$ cat config.mk
export PLATFORM = sky130hd
export DESIGN_NAME = mr_witness_check_flat
export DESIGN_NICKNAME = d
export VERILOG_FILES = /design/src/rtl/mr_witness_check_if.sv /design/src/rtl/mr_witness_check.sv /design/src/flat_wrapper.sv
export SDC_FILE = /design/constraint.sdc
export NUM_CORES = 2
export LEC_CHECK = 0
export ABC_AREA = 0
export BUFFER_PORTS_ARGS = -buffer_cell sky130_fd_sc_hd__buf_2
export CAP_MARGIN = 0
export CORE_MARGIN = 2
export CORE_UTILIZATION = 25
export CTS_CLUSTER_DIAMETER = 120
export DETAILED_ROUTE_END_ITERATION = 7
export PLACE_DENSITY_LB_ADDON = 0.08
export RECOVER_POWER = 25
export SLEW_MARGIN = 30
export SYNTH_ARGS = -nofsm -noshare
export SYNTH_HDL_FRONTEND = slang
export SYNTH_SLANG_ARGS = --single-unit
$ cat constraint.sdc
create_clock -name aclk -period 18.35 [get_ports aclk]
set_input_delay 1.835 -clock aclk [delete_from_list [all_inputs] [get_ports aclk]]
set_output_delay 1.835 -clock aclk [all_outputs]
set_load 0.03 [all_outputs]
$ cat src/rtl/mr_witness_check_if.sv
// Job bundle for the Miller-Rabin witness checker: operand capture handshake plus result strobe.
// The master drives p/x with a one-cycle x_valid pulse; the slave reports in_ready, res_valid and res_prime.
interface mr_witness_check_if #(
    parameter int BIT_LENGTH = 128
);
    logic [BIT_LENGTH-1:0] p_value;
    logic                  x_valid;
    logic [BIT_LENGTH-1:0] x_value;
    logic                  in_ready;
    logic                  res_valid;
    logic                  res_prime;

    modport master (
        output p_value, x_valid, x_value,
        input  in_ready, res_valid, res_prime
    );

    modport slave (
        input  p_value, x_valid, x_value,
        output in_ready, res_valid, res_prime
    );
endinterface

$ cat src/rtl/mr_witness_check.sv
// Miller-Rabin witness check on x = a^d mod p; latency (r+1)+passes*(SQ+1)+2 cycles, SQ = BIT_LENGTH or 1.
// in_ready only in IDLE, x_valid while busy is dropped; MR_FAST_SQUARE_EN selects a one-cycle combinational square.
module mr_witness_check #(
    parameter int BIT_LENGTH = 128
) (
    input logic               aclk,
    input logic               areset,
    mr_witness_check_if.slave job
);
    localparam int CNT_W = $clog2(BIT_LENGTH) + 1;

    typedef enum logic [2:0] {IDLE, TZ, CHECK, SQ, DONE} state_t;

    state_t                state_q, state_d;
    logic [BIT_LENGTH-1:0] p_q, x_q, d_q;
    logic [CNT_W-1:0]      r_q, i_q;
    logic                  res_prime_q;

    logic                  trivial_p;
    logic                  check_hit;
    logic                  check_last;
    logic                  sq_last;
    logic [BIT_LENGTH-1:0] sq_result;

    assign trivial_p  = (job.p_value < BIT_LENGTH'(3)) || !job.p_value[0];
    assign check_hit  = (x_q == BIT_LENGTH'(1)) || (x_q == p_q - BIT_LENGTH'(1));
    assign check_last = (i_q == r_q - CNT_W'(1));

`ifdef MR_FAST_SQUARE_EN
    logic [2*BIT_LENGTH-1:0] sq_full;

    always_comb begin
        sq_full   = {{BIT_LENGTH{1'b0}}, x_q} * {{BIT_LENGTH{1'b0}}, x_q};
        sq_result = BIT_LENGTH'(sq_full % {{BIT_LENGTH{1'b0}}, p_q});
        sq_last   = 1'b1;
    end
`else
    localparam int K_W   = (BIT_LENGTH > 1) ? $clog2(BIT_LENGTH) : 1;
    localparam int ACC_W = BIT_LENGTH + 2;

    logic [K_W-1:0]   k_q;
    logic [ACC_W-1:0] acc_q, p_ext, acc_sum, acc_red1, acc_red2;

    // acc < p on entry, so 2*acc + x < 3p: two conditional subtractions always bring it back below p
    always_comb begin
        p_ext     = {2'b00, p_q};
        acc_sum   = {acc_q[ACC_W-2:0], 1'b0} + (x_q[k_q] ? {2'b00, x_q} : '0);
        acc_red1  = (acc_sum >= p_ext) ? acc_sum - p_ext : acc_sum;
        acc_red2  = (acc_red1 >= p_ext) ? acc_red1 - p_ext : acc_red1;
        sq_result = acc_red2[BIT_LENGTH-1:0];
        sq_last   = (k_q == '0);
    end
`endif

    always_ff @(posedge aclk or posedge areset) begin
        if (areset) state_q <= IDLE;
        else        state_q <= state_d;
    end

    always_comb begin
        state_d = state_q;
        case (state_q)
            IDLE:    if (job.x_valid) state_d = trivial_p ? DONE : TZ;
            TZ:      if (d_q[0]) state_d = CHECK;
            CHECK:   state_d = (check_hit || check_last) ? DONE : SQ;
            SQ:      if (sq_last) state_d = CHECK;
            DONE:    state_d = IDLE;
            default: state_d = IDLE;
        endcase
    end

    always_comb begin
        job.in_ready  = (state_q == IDLE);
        job.res_valid = (state_q == DONE);
    end

    assign job.res_prime = res_prime_q;

    always_ff @(posedge aclk or posedge areset) begin
        if (areset) begin
            p_q         <= '0;
            x_q         <= '0;
            d_q         <= '0;
            r_q         <= '0;
            i_q         <= '0;
            res_prime_q <= 1'b0;
`ifndef MR_FAST_SQUARE_EN
            acc_q       <= '0;
            k_q         <= '0;
`endif
        end else begin
            case (state_q)
                IDLE: if (job.x_valid) begin
                    p_q <= job.p_value;
                    x_q <= job.x_value;
                    d_q <= job.p_value - BIT_LENGTH'(1);
                    r_q <= '0;
                    i_q <= '0;
                    if (trivial_p) res_prime_q <= (job.p_value == BIT_LENGTH'(2));
                end
                TZ: if (!d_q[0]) begin
                    d_q <= d_q >> 1;
                    r_q <= r_q + CNT_W'(1);
                end
                CHECK: begin
                    if (check_hit)       res_prime_q <= 1'b1;
                    else if (check_last) res_prime_q <= 1'b0;
`ifndef MR_FAST_SQUARE_EN
                    else begin
                        acc_q <= '0;
                        k_q   <= K_W'(BIT_LENGTH - 1);
                    end
`endif
                end
                SQ: begin
`ifndef MR_FAST_SQUARE_EN
                    acc_q <= acc_red2;
                    k_q   <= k_q - K_W'(1);
`endif
                    if (sq_last) begin
                        x_q <= sq_result;
                        i_q <= i_q + CNT_W'(1);
                    end
                end
                default: ;
            endcase
        end
    end
endmodule

$ cat src/flat_wrapper.sv
// flat-port wrapper written by rule: the top's interface ports become plain ports
module mr_witness_check_flat 
#(
    parameter int BIT_LENGTH = 128
)
  (aclk, areset, job_p_value, job_x_valid, job_x_value, job_in_ready, job_res_valid, job_res_prime);
  mr_witness_check_if #(.BIT_LENGTH(BIT_LENGTH)) job_i ();
  input logic aclk;
  input logic areset;
  input wire logic [$bits(job_i.p_value)-1:0] job_p_value;
  input wire logic [$bits(job_i.x_valid)-1:0] job_x_valid;
  input wire logic [$bits(job_i.x_value)-1:0] job_x_value;
  output wire logic [$bits(job_i.in_ready)-1:0] job_in_ready;
  output wire logic [$bits(job_i.res_valid)-1:0] job_res_valid;
  output wire logic [$bits(job_i.res_prime)-1:0] job_res_prime;
  assign job_i.p_value = job_p_value;
  assign job_i.x_valid = job_x_valid;
  assign job_i.x_value = job_x_value;
  assign job_in_ready = job_i.in_ready;
  assign job_res_valid = job_i.res_valid;
  assign job_res_prime = job_i.res_prime;
  mr_witness_check #(.BIT_LENGTH(BIT_LENGTH)) u_core (.aclk(aclk), .areset(areset), .job(job_i));
endmodule
==> out/summary.log <==
qor: status.run_status finished, violations left
qor: logic_synthesis.syn_inst 7,500
qor: logic_synthesis.synth_fp_nets 8,154
qor: worst_setup_path.crit_start u_core.k_q[0]$_DFFE_PP0P_
qor: worst_setup_path.worstPathRequired 18.98 ns
qor: logic_synthesis.part_of_the_yosys_area_used_for_sequential_elements 0.2345
qor: global_route.gr-total-overflow 0
qor: worst_setup_path.slowest_delay 0.92 ns
qor: logic_synthesis.netlist_top_cells_area dfrtp_1 23%, ha_1 8.5%, xnor2_1 6.9%
qor: logic_synthesis.synthesis.area_per_instance 7.682 um^2
qor: die.initial_core_util 0.2511
qor: sta.worst_slew_pin_slew 4.123 ns
qor: clock_network.worst_skew_pair.late_latency 0.75 ns
qor: global_route.grt_pass1_wl 452,100 um
qor: place.post-dp-hpwl 266,600 um
qor: clock_network.cts_tree built
qor: logic_synthesis.post_synth_most_frequent_cells 766 x nand2_1, 756 x a21oi_1, 736 x o21ai_0
qor: route.ant_nets 0
qor: logic_synthesis.synth.lib_cells_used.distinct 88
qor: final_layout.syn_to_final_growth 13.82%
qor: sta.maxClockFrequency 56.11 MHz
qor: sta.slew_headroom -1.748
qor: route.remaining_drc_errors 0
qor: die.die_h 484.1 um
qor: clock_network.clockRootBuffer clkbuf_16
qor: place.io_buffers 261
qor: logic_synthesis.synthMostInstantiatedCell nand2_1
qor: route.drt_iter0_markers 6,540
qor: logic_synthesis.yosys_most_used_dff dfrtp_1
qor: clock_network.h-tree-depth 3
qor: global_route.grt_antenna_before_repair 27
qor: worst_setup_path.reg2reg_from u_core.k_q[0]$_DFFE_PP0P_
qor: hold_path.hp-start u_core.d_q[127]$_DFFE_PP0P_
qor: status.violations max-capacitance violations, max-slew violations
qor: clock_network.cts_repair_resize_count 0
qor: final_layout.post_route_cells_drive_above_1_share 0.1052
qor: logic_synthesis.yosys_warnings 0
qor: worst_setup_path.worst-endpoint-arrival 18.45 ns
qor: place.place_congestion 0.9801
qor: power_and_ir_drop.p_leak 28.88 nW
qor: die.die_width 484.1 um
qor: sta.clock_skew 0.03668 ns
qor: sta.unrepaired_setup_endpoints_after_global_routing false
qor: worst_setup_path.worst_setup_start_kind flip-flop
qor: die.die_area 234,300 um^2
qor: logic_synthesis.netlist.top_cell.by_area dfrtp_1
qor: global_route.largest_net_degree_at_the_start_of_global_routing 119
qor: logic_synthesis.synth_async_sr_flop_share 1.000
qor: worst_setup_path.worst-setup-path-type reg2reg
qor: clock_network.cts_buffer_depth 3
qor: sta.finalCritPeriodShare 0.9712
qor: logic_synthesis.post_synth_instance_area 57,610 um^2
qor: clock_network.worst_setup_hold_path_clk_slew 0.06 ns
qor: worst_setup_path.sort_of_element_at_the_end_of_the_critical_path flip-flop
qor: power_and_ir_drop.power_density 51.34 nW/um^2
qor: sta.report.final.setup_viol 0
qor: route.drt_pre_antenna_iters 7
qor: clock_network.post_cts_hold_buffer_count 0
qor: die.num_io_pins 262
qor: route.detail_route.wl_per_cell 30.25 um
qor: worst_setup_path.cpMaxStageDelayCell dfrtp_4
qor: clock_network.cts_buffers 79
qor: die.coreArea 229,500 um^2
qor: flow_run.max_cap_viol_count 7
qor: route.drt_wl_total 323,700 um
qor: final_layout.design.final.nets 8,257
qor: sta.setup-tns-final 0 ns
qor: die.core.rowCount 176
qor: hold_path.min_path_type reg2reg
qor: worst_setup_path.timing.critical_path.fanout_max 93
qor: clock_network.cts.sinks 540
qor: logic_synthesis.synth.top_cell.area_share 0.2345
qor: logic_synthesis.synth-edff-count 0
qor: sta.maxSlewViolCount 468
qor: worst_setup_path.crit_path_frequent_cell a21oi_1
qor: route.drt-vias-per-instance 5.666
qor: global_route.grt_pass1_vias 57,420
qor: route.routed_vias 60,620
qor: power_and_ir_drop.finalPower 0.003366 W
qor: sta.hold_viol_final 0
qor: power_and_ir_drop.peak_supply_drop 0.06608 mV
qor: logic_synthesis.yosys_register_bits 540
qor: sta.final_period_minus_worst_setup_slack 17.82 ns
qor: global_route.groute.usage.overall 0.2662
qor: clock_network.cts_setup_buffers 0
## routing by layer
| layer | vias up | GRT usage | wire length (um) | part of all wire |
|---|---|---|---|---|
| li1 | 27600 | - | - | - |
| met5 | - | 0 | 35 | 0.00011 |
| met1 | 30400 | 0.4134 | 162400 | 0.50 |
| met4 | 6 | 0.06333 | 7770 | 0.024 |
| met3 | 284 | 0.03692 | 22760 | 0.070 |
| met2 | 2337 | 0.3795 | 130700 | 0.40 |
## state kept, by name, summed over array words and instances (netlist names)
name	count
u_core.state_q	3
u_core.i_q	8
u_core.d_q	128
u_core.p_q	128
u_core.job.res_prime	1
u_core.x_q	128
u_core.acc_q	129
u_core.r_q	8
u_core.k_q	7
## critical path, delay by kind of cell (launching register included)
kind | cells | cell delay (ns)
flops | 1 | 0.92
mux | 5 | 2.73
compound gates | 23 | 8.31
buf+inv | 5 | 1.77
simple gates | 11 | 2.17
fa+ha+maj | 3 | 1.27
xor+xnor | 1 | 0.19
## report_power, final
part	total [W]	switching [W]	internal, W
Sequential	0.00122	0.0000140	0.00120
Clock	0.00172	0.000696	0.00103
Combinational	0.000428	0.000291	0.000137
Total	0.00337	0.00100	0.00237
## cell usage in the layout (no fill, tap or decap), drive strengths merged, types with 55 or more instances in the layout
cell,n
buf,449
o22ai,108
nand3,130
o21ai,738
o21bai,87
a22oi,123
inv,272
or4,55
a21o,314
xnor2,455
nand4,187
dfrtp,540
clkbuf,111
nor2b,163
nand2,766
nor3,169
nor4,120
xor2,247
mux2i,117
or3,60
nor2,527
ha,392
a31oi,70
a21oi,756
## final timing paths
| path | slack [ns] | depth (start not counted) | endpoint |
|---|---|---|---|
| max in group asynchronous | 10.21 | 6 | u_core.x_q[39]$_DFFE_PP0P_ |
| min | 0.49 | 2 | u_core.d_q[127]$_DFFE_PP0P_ |
| min reg2reg | 0.49 | 2 | u_core.d_q[127]$_DFFE_PP0P_ |
| max reg2reg | 0.53 | 48 | u_core.x_q[74]$_DFFE_PP0P_ |
| max | 0.53 | 48 | u_core.x_q[74]$_DFFE_PP0P_ |
| min in group asynchronous | 2.19 | 2 | u_core.d_q[96]$_DFFE_PP0P_ |
## stage by stage
stage,hold slack (ns),util,area [um^2],worst slack (ns),std cells
after floorplan,0.4502,-,57610,1.421,7500
after global routing,0.5127,0.2857,65550,0.1338,10690
after CTS,0.4927,0.2858,65570,0.7741,10690
final,0.4880,0.2858,65570,0.5283,10700
after detailed placement,0.4776,0.2735,62750,0.7930,10550
after global placement,0.4697,0.2730,62630,0.2929,10550
## cell type report
cell class | instances | area [um^2]
repair buffers | 457 | 2879
clock inverters | 38 | 563.0
multi-input cells | 6255 | 41520
flip-flops and latches | 540 | 13520
clock buffers | 103 | 2261
well taps | 3026 | 3786
inverters | 270 | 1015
diodes | 10 | 25.02
fillers | 25160 | 163900
## cell families after synthesis
kind of cell | after synthesis | share of synthesized area
adder cells (fa/ha/maj) | 395 | 0.08617
XOR/XNOR | 702 | 0.1067
flip-flops | 540 | 0.2345
AO/OA/AOI/OAI | 2567 | 0.2801
AND/OR/NAND/NOR | 2411 | 0.2041
multiplexers | 180 | 0.04085
buffers and inverters | 705 | 0.04754
Note: power is estimated with default switching activity, not from simulation.
